$ cat config.mk
export PLATFORM = sky130hd
export DESIGN_NAME = inference_sequencer
export DESIGN_NICKNAME = d
export VERILOG_FILES = /design/src/rtl/systolic_pkg.sv /design/src/rtl/valid_token_pipe.sv /design/src/rtl/inference_sequencer.sv
export SDC_FILE = /design/constraint.sdc
export NUM_CORES = 1
export LEC_CHECK = 0
export ABC_AREA = 1
export CORE_MARGIN = 2
export CORE_UTILIZATION = 49
export DETAILED_ROUTE_END_ITERATION = 6
export GPL_TIMING_DRIVEN = 0
export PLACE_DENSITY = 0.66
export SLEW_MARGIN = 25
export SYNTH_ARGS = -nofsm -noshare
export SYNTH_HDL_FRONTEND = slang
export SYNTH_SLANG_ARGS = --single-unit
export TNS_END_PERCENT = 1
$ cat constraint.sdc
create_clock -name clk -period 4.6 [get_ports clk]
set_input_delay 0.46 -clock clk [delete_from_list [all_inputs] [get_ports clk]]
set_output_delay 0.46 -clock clk [all_outputs]
set_load 0.01 [all_outputs]
$ cat src/rtl/systolic_pkg.sv
// systolic_pkg: shared sequencer state encoding and default datapath geometry
package systolic_pkg;
  localparam int PIPE_LAT = 17;
  localparam int N_ROWS = 8;
  typedef enum logic [2:0] {IDLE, W_WAIT, W_LOAD, STREAM, DRAIN, DONE} state_t;
endpackage

$ cat src/rtl/valid_token_pipe.sv
// valid_token_pipe: DEPTH-stage valid-token shift register that tracks rows through the datapath
// Ports: clk, n_rst (sync active-low); shift_en advances every stage; token_in enters stage 0;
// token_out is the last stage.
module valid_token_pipe #(
  parameter int DEPTH = 17
) (
  input  logic clk,
  input  logic n_rst,
  input  logic shift_en,
  input  logic token_in,
  output logic token_out
);
  logic [DEPTH-1:0] pipe_q;
  always_ff @(posedge clk) begin
    if (!n_rst) pipe_q <= '0;
    else if (shift_en) pipe_q <= (pipe_q << 1) | DEPTH'(token_in);
  end
  assign token_out = pipe_q[DEPTH-1];
endmodule

$ cat src/rtl/inference_sequencer.sv
// inference_sequencer: job FSM that loads weights, streams input rows and drains results of a systolic datapath
// Ports: clk, n_rst (sync active-low); start/num_inputs/act_mode begin a job; src_valid/src_ready
// host row handshake; out_ready/out_valid result handshake; start_weights, enable, data_zero and
// activation_mode steer the datapath; busy, done, err report job status.
module inference_sequencer
  import systolic_pkg::*;
#(
  parameter int PIPE_LAT = systolic_pkg::PIPE_LAT,
  parameter int N_ROWS = systolic_pkg::N_ROWS
) (
  input  logic       clk,
  input  logic       n_rst,
  input  logic       start,
  input  logic [6:0] num_inputs,
  input  logic [1:0] act_mode,
  input  logic       src_valid,
  output logic       src_ready,
  input  logic       out_ready,
  output logic       out_valid,
  output logic       start_weights,
  output logic       enable,
  output logic       data_zero,
  output logic [1:0] activation_mode,
  output logic       busy,
  output logic       done,
  output logic       err
);
  state_t state_q, state_d;
  logic [6:0] cnt_q, cnt_d, oc_q, oc_d, n_q, n_d;
  logic [1:0] mode_q, mode_d;
  logic err_q, err_d, tail, stall, tok_in;

  valid_token_pipe #(.DEPTH(PIPE_LAT)) u_pipe (
    .clk(clk), .n_rst(n_rst), .shift_en(enable), .token_in(tok_in), .token_out(tail)
  );

  always_ff @(posedge clk) begin
    if (!n_rst) begin
      state_q <= IDLE;
      cnt_q <= '0;
      oc_q <= '0;
      n_q <= '0;
      mode_q <= '0;
      err_q <= 1'b0;
    end else begin
      state_q <= state_d;
      cnt_q <= cnt_d;
      oc_q <= oc_d;
      n_q <= n_d;
      mode_q <= mode_d;
      err_q <= err_d;
    end
  end

  // A result waiting at the tail with no sink freezes the whole datapath.
  assign stall = tail & ~out_ready;

  always_comb begin
    state_d = state_q;
    cnt_d = cnt_q;
    oc_d = oc_q;
    n_d = n_q;
    mode_d = mode_q;
    err_d = err_q;
    src_ready = 1'b0;
    enable = 1'b0;
    start_weights = 1'b0;
    data_zero = 1'b0;
    tok_in = 1'b0;
    case (state_q)
      IDLE: if (start) begin
        if (num_inputs == 7'd0) err_d = 1'b1;
        else begin
          state_d = W_WAIT;
          n_d = num_inputs;
          mode_d = act_mode;
          err_d = 1'b0;
          cnt_d = '0;
          oc_d = '0;
        end
      end
      W_WAIT: if (src_valid && !stall) begin
        start_weights = 1'b1;
        src_ready = 1'b1;
        enable = 1'b1;
        cnt_d = (N_ROWS == 1) ? 7'd0 : 7'd1;
        state_d = (N_ROWS == 1) ? STREAM : W_LOAD;
      end
      W_LOAD: if (!src_valid) begin
        err_d = 1'b1;
        state_d = IDLE;
      end else if (!stall) begin
        src_ready = 1'b1;
        enable = 1'b1;
        cnt_d = (cnt_q == 7'(N_ROWS - 1)) ? 7'd0 : cnt_q + 7'd1;
        state_d = (cnt_q == 7'(N_ROWS - 1)) ? STREAM : W_LOAD;
      end
      STREAM: if (src_valid && !stall) begin
        src_ready = 1'b1;
        enable = 1'b1;
        tok_in = 1'b1;
        cnt_d = cnt_q + 7'd1;
        state_d = (cnt_q >= n_q - 7'd1) ? DRAIN : STREAM;
      end
      DRAIN: begin
        data_zero = 1'b1;
        enable = ~stall;
        // Every accepted row has left once the emitted-beat count reaches the job size.
        state_d = (oc_q == n_q) ? DONE : DRAIN;
      end
      DONE: state_d = IDLE;
      default: state_d = IDLE;
    endcase
    out_valid = tail & enable;
    oc_d = out_valid ? oc_q + 7'd1 : oc_d;
  end

  assign activation_mode = mode_q;
  assign busy = state_q inside {W_WAIT, W_LOAD, STREAM, DRAIN};
  assign done = state_q == DONE;
  assign err = err_q;
endmodule
; Yosys cells after proc, flatten, opt, wreduce, memory -nomap -nowiden
; Index checks and enable logic that the tools add are counted.
; W data, S select, Z words.
[totals]
regBits = 44
in_bits = 14
word_cells = 80
[op_classes]
n_addsub = 3
n_lt_le_gt_ge = 1
n_eq_ne = 16
n_mux = 32
bitwise_logic = 6
n_reduce_logical = 15
[ops]
columns = cell, n
row1 = $mux W7, 9
row2 = $pmux W7 S4, 1
row3 = $mux W3, 7
row4 = $or A17 B1 Y17, 1
row5 = $ne A2 B2 Y1 const B, 8
row6 = $pmux W3 S5, 1
row7 = $add A7 B1 Y7 const B, 2
row8 = $mux W1, 11
row9 = $reduce_and A3 Y1, 3
row10 = $reduce_bool A4 Y1, 2
row11 = $eq A7 B3 Y1 const B, 1
row12 = $eq A7 B7 Y1, 1
row13 = $ge A7 B7 Y1, 1
row14 = $logic_not A7 Y1, 1
row15 = $reduce_and A7 Y1, 1
row16 = $sub A7 B1 Y7 const B, 1
row17 = $eq A3 B2 Y1 const B, 2
row18 = $eq A3 B3 Y1 const B, 2
row19 = $reduce_bool A2 Y1, 3
row20 = $reduce_and A5 Y1, 1
row21 = $pmux W1 S2, 2
row22 = $eq A3 B1 Y1 const B, 1
row23 = $logic_not A3 Y1, 1
row24 = $ne A3 B3 Y1 const B, 1
row25 = other kinds (6), 9

; Longest topological paths before layout
[depth]
depth_word = 9
ltp_mapped = 13
ltp_nobuf = 13

; Modules after synthesis
; Synthesis repeated with hierarchy kept, for this count alone.
[hier_totals]
cells_unflattened = 396
hier_area_um2 = 2586.2
[by_module_without_submodules]
columns = mod, instances, cells_per_inst, area_each_um2
row1 = inference_sequencer, 1, 288, 1856.8
row2 = valid_token_pipe, 1, 108, 729.4

; Worst setup path before layout
; Ideal clock, no wire load.
[synth_path]
path_kind = reg2reg
start = register n_q[0]
end = register state_q[0]
setup_time_ps = 70
t_arrival_ps = 1833
path_slack_ps = 2696
path_stages_with_launch = 14
synth_period_minus_slack_ps = 1904
path_cell_list = dfxtp_1 inv_1 ha_1 nand2_1 nor3_1 xor2_1 ha_1 nand2_1 inv_1 a21oi_1 nand3_1 nand3_1 nand2_1 a21oi_1
[synth_between]
elab_chain_len = 5
word_cells_on_any_way = 7
cone_classes = add/sub (1) / order compare (1) / eq/ne (1) / mux (4)
[synth_rtl]
columns = item, line_no
row1 = start: declaration, inference_sequencer.sv:29  ; logic [6:0] cnt_q, cnt_d, oc_q, oc_d, n_q, n_d;
row2 = start signal: assignment, inference_sequencer.sv:49  ; n_q <= n_d;
row3 = $sub A7 B1 Y7, inference_sequencer.sv:103  ; state_d = (cnt_q >= n_q - 7'd1) ? DRAIN : STREAM;
row4 = $ge A7 B7 Y1, inference_sequencer.sv:103
row5 = $mux W3, inference_sequencer.sv:103
row6 = $mux W3, inference_sequencer.sv:98  ; STREAM: if (src_valid && !stall) begin
row7 = $pmux W3 S5 *, inference_sequencer.sv:70  ; case (state_q)
row8 = end signal: assignment, inference_sequencer.sv:46  ; state_q <= state_d;
row9 = end: declaration, inference_sequencer.sv:28  ; state_t state_q, state_d;
; Every way passes the cells marked *; elsewhere a longest branch is shown, timed or not. The select of a mux whose other input is x is not followed.
; A chain may end at the register's enable or synchronous reset.

; Worst setup path after layout
[layout_path]
start = input port src_valid
end = output port enable
[layout_between]
elab_chain_len = 3
word_cells_on_any_way = 4
cone_classes = mux (3) / reduce/logical (1)
[layout_rtl]
columns = item, line_no
row1 = start: declaration, inference_sequencer.sv:16  ; input logic src_valid,
row2 = $logic_and A1 B1 Y1, "inference_sequencer.sv:82, inference_sequencer.sv:98"
row3 = $mux W1, "inference_sequencer.sv:82, inference_sequencer.sv:98"
row4 = $pmux W1 S3 *, inference_sequencer.sv:70
row5 = end: declaration, inference_sequencer.sv:21  ; output logic enable,
; Every way passes the cells marked *; elsewhere a longest branch is shown, timed or not.

==> results summary <==
The flow ran to the end, and the final reports show no timing, DRC or antenna violations. Fill cells in the final layout number ~520. The combinational fraction of design power came out at 0.421. The via count of the first global-routing pass came out at 2023. In the final layout, the multi-input gates occupy 1360 sq um. The buffering stage count on the worst path with inverters included is 5. The gate count of the mapped netlist is ~360. Summed over all cells, the static leakage comes to 1.26 nW.

Setup violations remaining at the end of the flow were counted as 0. Entering global routing, the biggest net connects 16 pins. The TritonCTS clock tree is yes. In this run the top signal layer used is met4.

The number of standard-cell rows in the floorplan is 25. The post-detailed-route count of antenna-violating nets is 0. The reg-to-reg setup timing slack came out at 2290 ps. Setup total negative slack on the finished layout was measured at 0 ps.

The cell internal power dissipation came out at around 0.86 mW. The worst hold path begins at activation_mode[0]. The cell area that synthesis handed to floorplanning was 2490 sq um.

The critical path goes through clkdlybuf4s50_1 > nand2_2 > nor2_8 > nor2_8 > buf_12 > inv_8 > buf_12 > clkdlybuf4s50_1. Of all nets on the critical path, the largest fanout is 10. The first global-routing pass estimated 9250 um of wire. The worst vdd rail ir drop came out at about 0.27 mV. The category of cells accounting for the largest share of critical-path delay is buffers and inverters. The fraction of layout cells with a size suffix above 1 came out at 0.0867. The sink count of the clock tree came out at 44. The start point of the critical path is src_valid. Leaving out fill and tap cells, the most frequent cells in the layout are sky130_fd_sc_hd__nand2_1 (81), sky130_fd_sc_hd__nor2_1 (58), sky130_fd_sc_hd__dfxtp_1 (44), sky130_fd_sc_hd__inv_1 (35), sky130_fd_sc_hd__a21oi_1 (33).

The post-synth net total is 385. In the final layout, flip-flops and latches occupy ~880 sq um. The fraction of power consumed by sequential logic came out at 0.356.

The average wire length per cell after detail routing is 12.4 um. The share of Yosys cell area claimed by the top area cell type is 0.354. The full die area came out at 5670 sq um.

Clock tree synthesis inserted a total of 5 buffers. The post-detailed-route DRC marker count came out at 0. The critical path data required time is between 4000 and 5000 ps.

Derived from the worst setup path, the maximum achievable clock frequency is 0.361 GHz. The capturing element type of the critical path is an output port. The die boundary height came out at around 75 um. The number of hold violations in the final report is 0. The most common cell after layout, fill and taps aside is sky130_fd_sc_hd__nand2_1.

The CTS clock-pin slew for the worst setup and hold paths is 90 ps. The critical path data arrival time came out at 2310 ps. The length of the first detailed-routing pass in iterations came out at 4.

In this run the power spent charging and discharging nets is 0.553 mW. The amount of wire on met2 after detailed routing is approximately 2600 um. The maximum level of the CTS H-tree came out at 2. In this run the standard cell core region covers 4820 sq um. The count of different cell masters after synthesis came out at 31. The critical path class is input pin to output port. The worst min-delay path category is flop to flop. The overall global routing resource usage is 0.218. Counting flops with an async set or reset pin after synthesis yields a share of 0.

STA classifies the critical path startpoint as an input pin. The number of inserted diodes came out at 0. The number of maximum-capacitance constraint violations came out at 0. The number of warnings printed during yosys synthesis is 0. The die span in x came out at between 70 and 80 um.

The switching part of the total came out at 0.392. In this run, post-CTS hold repair placed 0 buffers. The total count of max-transition violations in the final report is 0. The post-route non-filler standard cell count is 459. The number of buffers on the longest clock path is 2.

The synthesized area per cell came out at 6.90 sq um. The total vias in the final route is 2268. The sequential-to-total area share from yosys stat came out at 0.354.

The wire length after detailed routing is 5680 um. The buffer type at the clock tree root is sky130_fd_sc_hd__clkbuf_8. The cell count after placement came out at 451. The remaining global-route overflow came out at 0.

Dividing the final minimum period by the clock period gives 0.602. The growth of design area from synthesis to finish is 17.3%. The synthesized design spends more area on one cell type than any other, namely sky130_fd_sc_hd__dfxtp_1. The tightest slew margin relative to the limit came out at 0.637. The latest clock arrival within the worst-skew pair is 310 ps. The DRC marker count from the first detailed-route iteration came out at 117. The starting utilization of the core area is 0.517. The number of antenna violations at the first check in global routing is 0. At the end of routability-driven placement, the weighted congestion stood at 0.898.

The start of the worst register-to-register path is n_q[0]. The number of top-level design ports came out at 24. The detailed placement HPWL is 4260 um. For this design, the slowest cell found on the critical path is sky130_fd_sc_hd__clkdlybuf4s50_1. The pin slew with the least headroom to its limit came out at between 500 and 600 ps.

Synthesis inferred 44 register bits. For the finished layout, the period the worst path requires is between 2000 and 3000 ps. Power spread over the standard cell area amounts to 483 nW/um^2.

Setup repair after global routing left no endpoint under its margin. The count of cells resized by post-cts repair came out at 0. The number of synthesized flops with an enable pin is 0. The most used flip-flop cell after synthesis is sky130_fd_sc_hd__dfxtp_1. For this block, wires on met1 add up to 2800 um. The number of buffers inserted by post-CTS setup repair is 0. The clock network fraction of design power is 0.222. The total length of routed met3 wires is 145 um. The number of nets in the layout is 415. The count of buffers inserted at the top-level ports came out at 23.

By area the synthesized netlist is led by sky130_fd_sc_hd__dfxtp_1 (35%), sky130_fd_sc_hd__nand2_1 (12%), sky130_fd_sc_hd__nor2_1 (8.7%). Dividing the detail-routed via count by the number of cells gives 4.94. The delay of the slowest cell on the worst path came out at 550 ps. The final setup skew is 3.63 ps.
==> routing by layer <==
metal | up-vias | global-route usage
met1 | 1028 | 0.293
met5 | - | 0
met3 | 6 | 0.0482
li1 | 1214 | -
met4 | 0 | 0.0702
met2 | 20 | 0.348
==> through the flow <==
step / utilization / hold WS (ps) / power, mW / setup slack [ps] / cell area, sq um
final: 0.606 / 472 / 1.41 / 1830 / 2920
after global routing: 0.606 / 492 / 1.51 / 1740 / 2920
after detailed placement: 0.582 / 457 / 1.11 / 1840 / 2800
after CTS: 0.606 / 473 / 1.42 / 1830 / 2920
after global placement: 0.582 / 456 / 1.10 / 1810 / 2800
after floorplan: - / 441 / 0.952 / 2700 / 2490
==> logic make-up after synthesis <==
| group | count (synthesis) | synth area share |
|---|---|---|
| adder cells (fa/ha/maj) | 10 | 0.0503 |
| AO/OA/AOI/OAI | 66 | 0.136 |
| buffers and inverters | 52 | 0.0985 |
| AND/OR/NAND/NOR | 179 | 0.326 |
| flip-flops | 44 | 0.354 |
| XOR/XNOR | 10 | 0.0352 |
==> tightest hold or removal path: stages (launching register included) <==
cell,delay [ps]
sky130_fd_sc_hd__dfxtp_1,320
sky130_fd_sc_hd__nand2_1,60
sky130_fd_sc_hd__a21oi_1,50
==> path summary, 6_finish.rpt <==
path              depth (start not counted)            endpoint
setup / recovery                          8              enable
hold reg to reg                           2  activation_mode[0]
setup reg to reg                         12          state_q[2]
hold / removal                            2  activation_mode[0]
==> synthesized netlist by cell type, drive strengths merged (2+ instances only) <==
library cell,instances
nand2,85
nand3b,3
dfxtp,44
inv,42
nand3,20
o21ai,30
xnor2,4
ha,10
clkbuf,4
nor3,4
a21oi,34
nand4,2
buf,5
xor2,6
nor2,65
==> registers in the layout (all words and copies together) (netlist names) <==
signal,cells
u_pipe.pipe_q,17
cnt_q,7
n_q,7
oc_q,7
state_q,3
activation_mode,2
err,1
==> power by group through the flow <==
| stage | clock network, mW | registers [mW] | logic [mW] |
|---|---|---|---|
| floorplan | 0 | 0.503 | 0.448 |
| global placement | 0 | 0.510 | 0.588 |
| detailed placement | 0 | 0.511 | 0.596 |
| CTS | 0.321 | 0.503 | 0.598 |
| global route | 0.331 | 0.512 | 0.668 |
| finish | 0.314 | 0.503 | 0.594 |
==> area by class of cell <==
cell class              instances  share of cell area
plain buffers                   9              0.0261
clock buffers                   5              0.0236
clock inverters                 3              0.0163
inverters                      43              0.0578
multi-input cells             265               0.467
flip-flops and latches         44               0.302
well taps                      67              0.0287
repair buffers                 23              0.0788
Power figures use the tool's default switching activity.
